===== src/rtl/lsu_pkg.sv =====
// Shared definitions for the load/store unit: RV32I funct3 encodings, FSM
// state type, byte-lane mask width and the request legality / store lane
// helper functions used by lsu_ctrl.
package lsu_pkg;

    localparam int unsigned WORD_W = 32;
    localparam int unsigned MASK_W = 4;

    // Load encodings
    localparam logic [2:0] F3_LB  = 3'd0;
    localparam logic [2:0] F3_LH  = 3'd1;
    localparam logic [2:0] F3_LW  = 3'd2;
    localparam logic [2:0] F3_LBU = 3'd4;
    localparam logic [2:0] F3_LHU = 3'd5;
    // Store encodings
    localparam logic [2:0] F3_SB  = 3'd0;
    localparam logic [2:0] F3_SH  = 3'd1;
    localparam logic [2:0] F3_SW  = 3'd2;

    typedef enum logic [2:0] {
        StIdle,
        StLdAddr,
        StLdData,
        StStEn,
        StStHold,
        StResp
    } lsu_state_e;

    // Request is illegal: not exactly one of load/store, unknown funct3, or
    // address not naturally aligned for the access size.
    function automatic logic req_illegal(input logic       load,
                                         input logic       store,
                                         input logic [2:0] funct3,
                                         input logic [1:0] offset);
        logic bad;
        bad = 1'b0;
        if (load == store) begin
            bad = 1'b1;
        end else if (load) begin
            case (funct3)
                F3_LB, F3_LBU: bad = 1'b0;
                F3_LH, F3_LHU: bad = offset[0];
                F3_LW:         bad = |offset;
                default:       bad = 1'b1;
            endcase
        end else begin
            case (funct3)
                F3_SB:   bad = 1'b0;
                F3_SH:   bad = offset[0];
                F3_SW:   bad = |offset;
                default: bad = 1'b1;
            endcase
        end
        return bad;
    endfunction

    function automatic logic [MASK_W-1:0] store_mask(input logic [2:0] funct3,
                                                     input logic [1:0] offset);
        case (funct3)
            F3_SB:   return 4'b0001 << offset;
            F3_SH:   return 4'b0011 << offset;
            default: return 4'b1111;
        endcase
    endfunction

    // Replicate the source so every enabled lane already holds the right bytes.
    function automatic logic [WORD_W-1:0] store_data(input logic [2:0]        funct3,
                                                     input logic [WORD_W-1:0] wdata);
        case (funct3)
            F3_SB:   return {4{wdata[7:0]}};
            F3_SH:   return {2{wdata[15:0]}};
            default: return wdata;
        endcase
    endfunction

endpackage


===== src/rtl/lsu_load_fmt.sv =====
// Load data formatter: picks the byte/half lane out of a memory word and
// sign- or zero-extends it according to funct3.
//   i_word    memory read word
//   i_offset  byte offset within the word (addr[1:0])
//   i_funct3  LB/LH/LW/LBU/LHU
//   o_result  extended load value
module lsu_load_fmt
    import lsu_pkg::*;
#(
    parameter int unsigned XLEN = 32
) (
    input  logic [XLEN-1:0] i_word,
    input  logic [1:0]      i_offset,
    input  logic [2:0]      i_funct3,
    output logic [XLEN-1:0] o_result
);

    logic [7:0]  w_byte;
    logic [15:0] w_half;

    always_comb begin
        w_byte = 8'h00;
        unique case (i_offset)
            2'd0: w_byte = i_word[7:0];
            2'd1: w_byte = i_word[15:8];
            2'd2: w_byte = i_word[23:16];
            2'd3: w_byte = i_word[31:24];
        endcase
        w_half = i_offset[1] ? i_word[31:16] : i_word[15:0];

        case (i_funct3)
            F3_LB:   o_result = {{(XLEN-8){w_byte[7]}}, w_byte};
            F3_LH:   o_result = {{(XLEN-16){w_half[15]}}, w_half};
            F3_LBU:  o_result = {{(XLEN-8){1'b0}}, w_byte};
            F3_LHU:  o_result = {{(XLEN-16){1'b0}}, w_half};
            default: o_result = i_word;
        endcase
    end

endmodule


===== src/rtl/lsu_ctrl.sv =====
// Load/store unit controller between execute and data memory.
//   i_clk, i_rst                      clock, synchronous active-high reset
//   i_req_*/o_req_ready               request handshake (load/store, funct3, addr, wdata)
//   o_mem_raddr, i_mem_rdata          word-aligned read port, data one cycle later
//   o_mem_wen/waddr/wdata/wmask       write port, strobe one cycle, held one more
//   o_resp_valid/i_resp_ready         response handshake
//   o_resp_rdata, o_resp_err          extended load data, misalign/illegal flag
module lsu_ctrl
    import lsu_pkg::*;
#(
    parameter int unsigned XLEN   = 32,
    parameter int unsigned ADDR_W = 32
) (
    input  logic              i_clk,
    input  logic              i_rst,
    input  logic              i_req_valid,
    output logic              o_req_ready,
    input  logic              i_req_load,
    input  logic              i_req_store,
    input  logic [2:0]        i_req_funct3,
    input  logic [ADDR_W-1:0] i_req_addr,
    input  logic [XLEN-1:0]   i_req_wdata,
    output logic [ADDR_W-1:0] o_mem_raddr,
    input  logic [XLEN-1:0]   i_mem_rdata,
    output logic              o_mem_wen,
    output logic [ADDR_W-1:0] o_mem_waddr,
    output logic [XLEN-1:0]   o_mem_wdata,
    output logic [MASK_W-1:0] o_mem_wmask,
    output logic              o_resp_valid,
    input  logic              i_resp_ready,
    output logic [XLEN-1:0]   o_resp_rdata,
    output logic              o_resp_err
);

    lsu_state_e        r_state;
    logic [ADDR_W-1:0] r_addr;
    logic [2:0]        r_funct3;
    logic [XLEN-1:0]   r_wdata;
    logic [MASK_W-1:0] r_wmask;
    logic              r_mem_wen;
    logic              r_resp_valid;
    logic [XLEN-1:0]   r_resp_rdata;
    logic              r_resp_err;

    logic              w_accept;
    logic              w_req_err;
    logic [XLEN-1:0]   w_load_data;

    assign o_req_ready = (r_state == StIdle) && !i_rst;
    assign w_accept    = i_req_valid && o_req_ready;
    assign w_req_err   = req_illegal(i_req_load, i_req_store, i_req_funct3, i_req_addr[1:0]);

    // Request latches carry no reset: a write strobed just before a reset
    // must still commit with its original address, data and mask.
    always_ff @(posedge i_clk) begin
        if (w_accept) begin
            r_addr   <= i_req_addr;
            r_funct3 <= i_req_funct3;
            r_wdata  <= store_data(i_req_funct3, i_req_wdata);
            r_wmask  <= store_mask(i_req_funct3, i_req_addr[1:0]);
        end
    end

    lsu_load_fmt #(
        .XLEN (XLEN)
    ) u_load_fmt (
        .i_word   (i_mem_rdata),
        .i_offset (r_addr[1:0]),
        .i_funct3 (r_funct3),
        .o_result (w_load_data)
    );

    always_ff @(posedge i_clk) begin
        if (i_rst) begin
            r_state      <= StIdle;
            r_mem_wen    <= 1'b0;
            r_resp_valid <= 1'b0;
            r_resp_rdata <= '0;
            r_resp_err   <= 1'b0;
        end else begin
            case (r_state)
                StIdle: begin
                    if (i_req_valid) begin
                        if (w_req_err) begin
                            r_state      <= StResp;
                            r_resp_valid <= 1'b1;
                            r_resp_rdata <= '0;
                            r_resp_err   <= 1'b1;
                        end else if (i_req_load) begin
                            r_state <= StLdAddr;
                        end else begin
                            r_state   <= StStEn;
                            r_mem_wen <= 1'b1;
                        end
                    end
                end
                StLdAddr: r_state <= StLdData;
                StLdData: begin
                    r_state      <= StResp;
                    r_resp_valid <= 1'b1;
                    r_resp_rdata <= w_load_data;
                    r_resp_err   <= 1'b0;
                end
                StStEn: begin
                    r_state   <= StStHold;
                    r_mem_wen <= 1'b0;
                end
                StStHold: begin
                    r_state      <= StResp;
                    r_resp_valid <= 1'b1;
                    r_resp_rdata <= '0;
                    r_resp_err   <= 1'b0;
                end
                StResp: begin
                    if (i_resp_ready) begin
                        r_state      <= StIdle;
                        r_resp_valid <= 1'b0;
                        r_resp_rdata <= '0;
                        r_resp_err   <= 1'b0;
                    end
                end
                default: r_state <= StIdle;
            endcase
        end
    end

    assign o_mem_raddr  = {r_addr[ADDR_W-1:2], 2'b00};
    assign o_mem_waddr  = {r_addr[ADDR_W-1:2], 2'b00};
    assign o_mem_wdata  = r_wdata;
    assign o_mem_wmask  = r_wmask;
    assign o_mem_wen    = r_mem_wen;
    assign o_resp_valid = r_resp_valid;
    assign o_resp_rdata = r_resp_rdata;
    assign o_resp_err   = r_resp_err;

endmodule


===== config.mk =====
export PLATFORM = sky130hd
export DESIGN_NAME = lsu_ctrl
export DESIGN_NICKNAME = d
export VERILOG_FILES = /design/src/rtl/lsu_pkg.sv /design/src/rtl/lsu_load_fmt.sv /design/src/rtl/lsu_ctrl.sv
export SDC_FILE = /design/constraint.sdc
export NUM_CORES = 1
export LEC_CHECK = 0
export ABC_CLOCK_PERIOD_IN_PS = 8300
export BUFFER_PORTS_ARGS = -buffer_cell sky130_fd_sc_hd__buf_2
export CAP_MARGIN = 15
export CORE_UTILIZATION = 25
export DETAILED_ROUTE_END_ITERATION = 16
export PLACE_DENSITY = 0.55
export SETUP_SLACK_MARGIN = 0.2
export SLEW_MARGIN = 40
export SYNTH_ARGS = -nofsm -noshare
export SYNTH_HDL_FRONTEND = slang
export SYNTH_HIERARCHICAL = 1
export SYNTH_SLANG_ARGS = --single-unit

===== constraint.sdc =====
create_clock -name i_clk -period 8.3 [get_ports i_clk]
set_input_delay 2.49 -clock i_clk [delete_from_list [all_inputs] [get_ports i_clk]]
set_output_delay 2.49 -clock i_clk [all_outputs]
set_load 0.01 [all_outputs]

Yosys cells after proc, flatten, opt, wreduce, memory -nomap -nowiden
Cells that the tools add are included.
Storage, ports and cells
  bits in read-only memories: 0
  input port bits: 105
  flip-flop bits (word level): 109
  latch bits: 0
  word-level logic and storage cells: 77
  memories: 0
  bits in writable memories: 0
Operators by class
  shift operators: 2
  reductions and logical operators: 18
  mux-type cells: 27
  $mul: 0
  add/sub/neg operators: 0
  equality and inequality tests: 21
  magnitude comparators: 0
  bitwise operators: 0
  div/mod/pow operators: 0
Operator list (number)
  $pmux 32 s4: 2
  $mux 32: 3
  $pmux 32 s2: 1
  $pmux 8 s4: 1
  $eq 3x3->1 const B: 6
  $mux 16: 1
  $pmux 3 s5: 1
  $pmux 1 s3: 4
  $reduce_and 4->1: 3
  $ne 2x2->1 const B: 5
  $eq 3x1->1 const B: 3
  $eq 3x2->1 const B: 3
  $logic_not 3->1: 3
  $mux 3: 3
  $mux 1: 8
  $pmux 4 s2: 1
  $reduce_or 2->1: 4
  $eq 2x2->1 const B: 2
  $reduce_bool 4->1: 1
  $shl 1x2->4 const A: 1
  $shl 2x2->4 const A: 1
  $reduce_bool 3->1: 1
  $eq 2x1->1 const B: 1
  $logic_and 1x1->1: 2
  7 further kinds: 7

Depth between registers and ports, before layout
  word-level depth: 8
  gate-level depth with buffers: 8
  mapped depth without buffers: 5

Hierarchy
Netlist, hierarchy kept.
By module, submodules not included
  lsu_ctrl: cells each 312, area each 4450.5 um2, times used 1
  lsu_load_fmt: cells each 110, area each 649.4 um2, times used 1

Worst setup path after synthesis
No wires, ideal clock.
  path type: input -> register
  start point: input i_rst
  end point: register r_wdata[0] (netlist: o_mem_wdata[0]), enable pin
  setup slack: 0.197 ns
  cell stages on the path: 2
  arrival: 7.515 ns
  required time: 7.712 ns
  path buffers: 1
  path through: buf_2 > nor3_1
On the way
  longest elaborated chain between the ends: 3
Ends and longest elaborated chain
  start, declared: line lsu_ctrl.sv:15  | input logic i_rst,
  $logic_not 1->1: line lsu_ctrl.sv:49  | assign o_req_ready = (r_state == StIdle) && !i_rst;
  $logic_and 1x1->1: line lsu_ctrl.sv:49
  $logic_and 1x1->1: line lsu_ctrl.sv:50  | assign w_accept = i_req_valid && o_req_ready;
  net w_accept: line lsu_ctrl.sv:45  | logic w_accept;
  end signal, assigned: line lsu_ctrl.sv:59  | r_wdata <= store_data(i_req_funct3, i_req_wdata);
  end, declared: line lsu_ctrl.sv:38  | logic [XLEN-1:0] r_wdata;
The timed path passes the listed nets, and every way through them passes these cells.
A chain may end at the register's enable or synchronous reset.

Final worst setup path
  start point: input i_rst
  end point: output o_req_ready
On the way
  longest elaborated chain between the ends: 2
Ends and longest elaborated chain
  $logic_not 1->1: line lsu_ctrl.sv:49
  $logic_and 1x1->1: line lsu_ctrl.sv:49
  end, declared: line lsu_ctrl.sv:17  | output logic o_req_ready,
Every way passes these cells.

==> summary.md <==
| Metric | Value |
|---|---|
| Outcome | completed |
| Post-synth top area share | 0.418 |
| Worst r2r dst | o_resp_rdata[30] |
| Initial Utilization | 0.259 |
| Max layer used | met4 |
| Fill cells | 2041 |
| Clock Sink Count | 109 |
| Yosys warning total | 6 |
| Critical Path RT | 5.81 ns |
| DRT iter0 DRCs | 208 |
| Logic gate share of total power | 0.146 |
| Setup TNS | 0 ns |
| Slowest CP cell | buf_2 |
| Gr usage total | 0.124 |
| Nets | 692 |
| Hold/Removal Path Class | register to register |
| Hold wc startpoint | o_resp_valid |
| Unrepaired setup endpoints after global routing | no |
| Met1 wire length | 5.44 mm |
| Skew final | 0.00787 ns |
| Insertion delay to the later sink of the worst-skew pair | approximately 0.35 ns |
| CTS root buf | clkbuf_16 |
| Power density over cell area | 196 mW/mm^2 |
| Reg2reg path depth | 5 |
| R2R Setup Slk | roughly 6 ns |
| Max-Slew Margin vs Limit | 0.540 |
| Peak supply drop | 0.0000865 V |
| # setup viols final | 0 |
| Placeable Area | between 0.015 and 0.02 mm^2 |
| Final cell count without fillers | between 800 and 900 |
| Cell area after synthesis | 0.00510 mm^2 |
| Async S/R FF share, synth | 0 |
| Crit start category | primary input |
| Reg clk slew, reported paths | 0.07 ns |
| Drt first pass iters | 4 |
| Number of remaining DRC errors | 0 |
| Maximum number of pins on one net before global-route repair | 72 |
| Top FF cell, synth | edfxtp_1 |
| TritonCTS buffer count | 9 |
| Post-CTS setup buffers | 0 |
| Top cell by count, worst path | buf_2 |
| GPL Wtd Cong | 0.789 |
| WL met2 | ~6.9 mm |
| Endpoints failing hold | 0 |
| Via Count | 3780 |
| Crit-path cells | buf_2, nor4_1, buf_2 |
| Share of cells above drive strength 1 | 0.495 |
| Tcrit/Tclk final | 0.662 |
| First-pass GRT wire length | just under 20 mm |
| Largest area contributor in the netlist | edfxtp_1 |
| CTS tree | done |
| Layout area overhead | 25.3% |
| Max Clock Freq | 182 MHz |
| Vias in the first global route | between 3000 and 4000 |
| Routed wl met3 | 729 um |
| Maxcap violations | 0 |
| Slowest stage delay, CP | ~0.18 ns |
| Synth unique cells | 44 |
| Crit path max fanout | 9 |
| Max Slew Vio Count | 0 |
| GR Overflow Total | 0 |
| Die Height | approximately 140 um |
| Syn Area/Cell | 12.1 um^2 |
| Psw | around 0.33 mW |
| Post-layout util | 0.324 |
| DP Wirelength | 9.66 mm |
| Critical path buffers and inverters | 2 |
| Post-synthesis sequential area ratio | 0.567 |
| Worst Path Arrival | ~3.0 ns |
| Via density | 4.41 |
| Clock tree buffer depth | 2 |
| Register share of total power | 0.499 |
| Min Tclk post-route | 5.49 ns |
| Top Ports | 241 |
| Initial antenna violation count | 1 |
| Switching Share | 0.261 |
| Critical path endpoint category | primary output |
| Post-route ant nets | 0 |
| Cts hold-fix bufs | 0 |
| Cell-internal power | 0.926 mW |
| Pleak | 2.78 nW |
| Cells after Synth | 422 |
| Crit Path Class | primary input to primary output |
| Reg2reg start | r_addr[1] |
| WHS | 0.465 ns |
| Multi-input gate area | 0.00159 mm^2 |
| Port Buffers | 236 |
| Reg area | about 0.0029 mm^2 |
| Die area | 0.0210 mm^2 |
| Row count | 51 |
| Worst-margin pin slew | between 0.6 and 0.7 ns |
| Endpoint, Worst Hold | o_resp_valid |
| FF+latch count, synth | 109 |
| Drt wl/cell | 15.5 um |
| Post-synth EDFFs | 71 |
| Post_cts resized | 0 |
| Final WL | ~13 mm |
| Critical path's top delay family | buffers and inverters |
| DP Cell Count | 841 |
| Die width | 145 um |
| Synth area leaders | edfxtp_1 (42%), dfxtp_1 (15%), buf_4 (9.4%) |
| Worst Hold Depth | 2 |
| H-tree depth | 3 |
| Clk pwr share | 0.355 |
==> power by group through the flow <==
stage | Sequential [mW] | Combinational (mW) | Clock, mW
2_1_floorplan | 0.640 | 0.119 | 0
3_3_place_gp | 0.637 | 0.177 | 0
3_5_place_dp | 0.637 | 0.184 | 0
4_1_cts | 0.625 | 0.185 | 0.467
5_1_grt | 0.629 | 0.202 | 0.481
6_report | 0.624 | 0.183 | 0.445
==> Yosys cell counts (2+ instances only) <==
library cell  instances
edfxtp_1             71
buf_4                64
nand2_1              54
dfxtp_1              38
a32o_1               32
mux2_2               23
clkbuf_1             16
a21oi_1              14
nor2_1               14
o21ai_0              14
a22oi_1              13
mux2i_1               9
a22o_1                7
buf_6                 6
buf_2                 5
inv_1                 5
nor2b_1               5
nand3_1               3
nor3_1                3
nor4_1                2
==> placed cells by master (no fill, tap or decap), types with 7 or more instances in the layout <==
cell type and instances:
nor2_1 14, a22o_1 7, buf_2 236, clkbuf_16 9, o21ai_0 14, a21oi_1 14
nand2_1 54, edfxtp_1 71, dfxtp_1 38, a32o_1 32, a22oi_1 13, mux2_2 23
mux2i_1 9
==> registers in the layout, summed over array words and instances (netlist names) <==
name,flops
o_mem_wdata,32
o_resp_rdata,32
r_addr,32
o_mem_wmask,4
r_funct3,3
r_state,3
o_mem_wen,1
o_resp_err,1
o_resp_valid,1
==> worst max path at each step <==
stage          startpoint              to  slack [ns]  cells past startpoint
5_1_grt             i_rst     o_req_ready        2.77                      3
3_3_place_gp        i_rst     o_req_ready        2.81                      3
3_5_place_dp        i_rst     o_req_ready        2.81                      3
2_1_floorplan       i_rst  o_mem_wdata[0]        2.40                      2
6_report            i_rst     o_req_ready        2.81                      3
4_1_cts             i_rst     o_req_ready        2.80                      3
==> worst reg2reg max path, cell delays in order (launching register included) <==
cell and delay [ns]:
edfxtp_1 0.69, mux4_2 0.62, nand3b_4 0.15, o41a_2 0.38, nand2_1 0.10, a32o_1 0.22
==> logic make-up after synthesis <==
group,share of synthesized area
buffers and inverters,0.129
other,0.000735
DFF,0.567
AOI/OAI and AO/OA,0.145
and+or+nand+nor,0.0837
muxes,0.0751
==> through the flow <==
| stage | power, mW | worst slack [ns] | cell area (um^2) |
|---|---|---|---|
| 6_report | 1.25 | 2.81 | 6390 |
| 4_1_cts | 1.28 | 2.80 | 6390 |
| 2_1_floorplan | 0.759 | 2.40 | 5120 |
| 5_1_grt | 1.31 | 2.77 | 6390 |
| 3_5_place_dp | 0.821 | 2.81 | 6080 |
| 3_3_place_gp | 0.815 | 2.81 | 6040 |
==> cell type report <==
class / count / share of cell area
sequential: 109 / 0.453
inverter: 6 / 0.00372
clock buffer: 10 / 0.0358
clock inverter: 6 / 0.0119
antenna: 1 / 0.000392
timing repair buffer: 242 / 0.195
tap: 265 / 0.0519
multi-input combinational: 219 / 0.249
==> metal layers <==
metal | vias to the layer above | track usage
met5 | - | 0
met4 | 0 | 0.0532
met3 | 16 | 0.0237
met2 | 128 | 0.209
met1 | 1800 | 0.154
li1 | 1836 | -
Power figures use the tool's default switching activity.
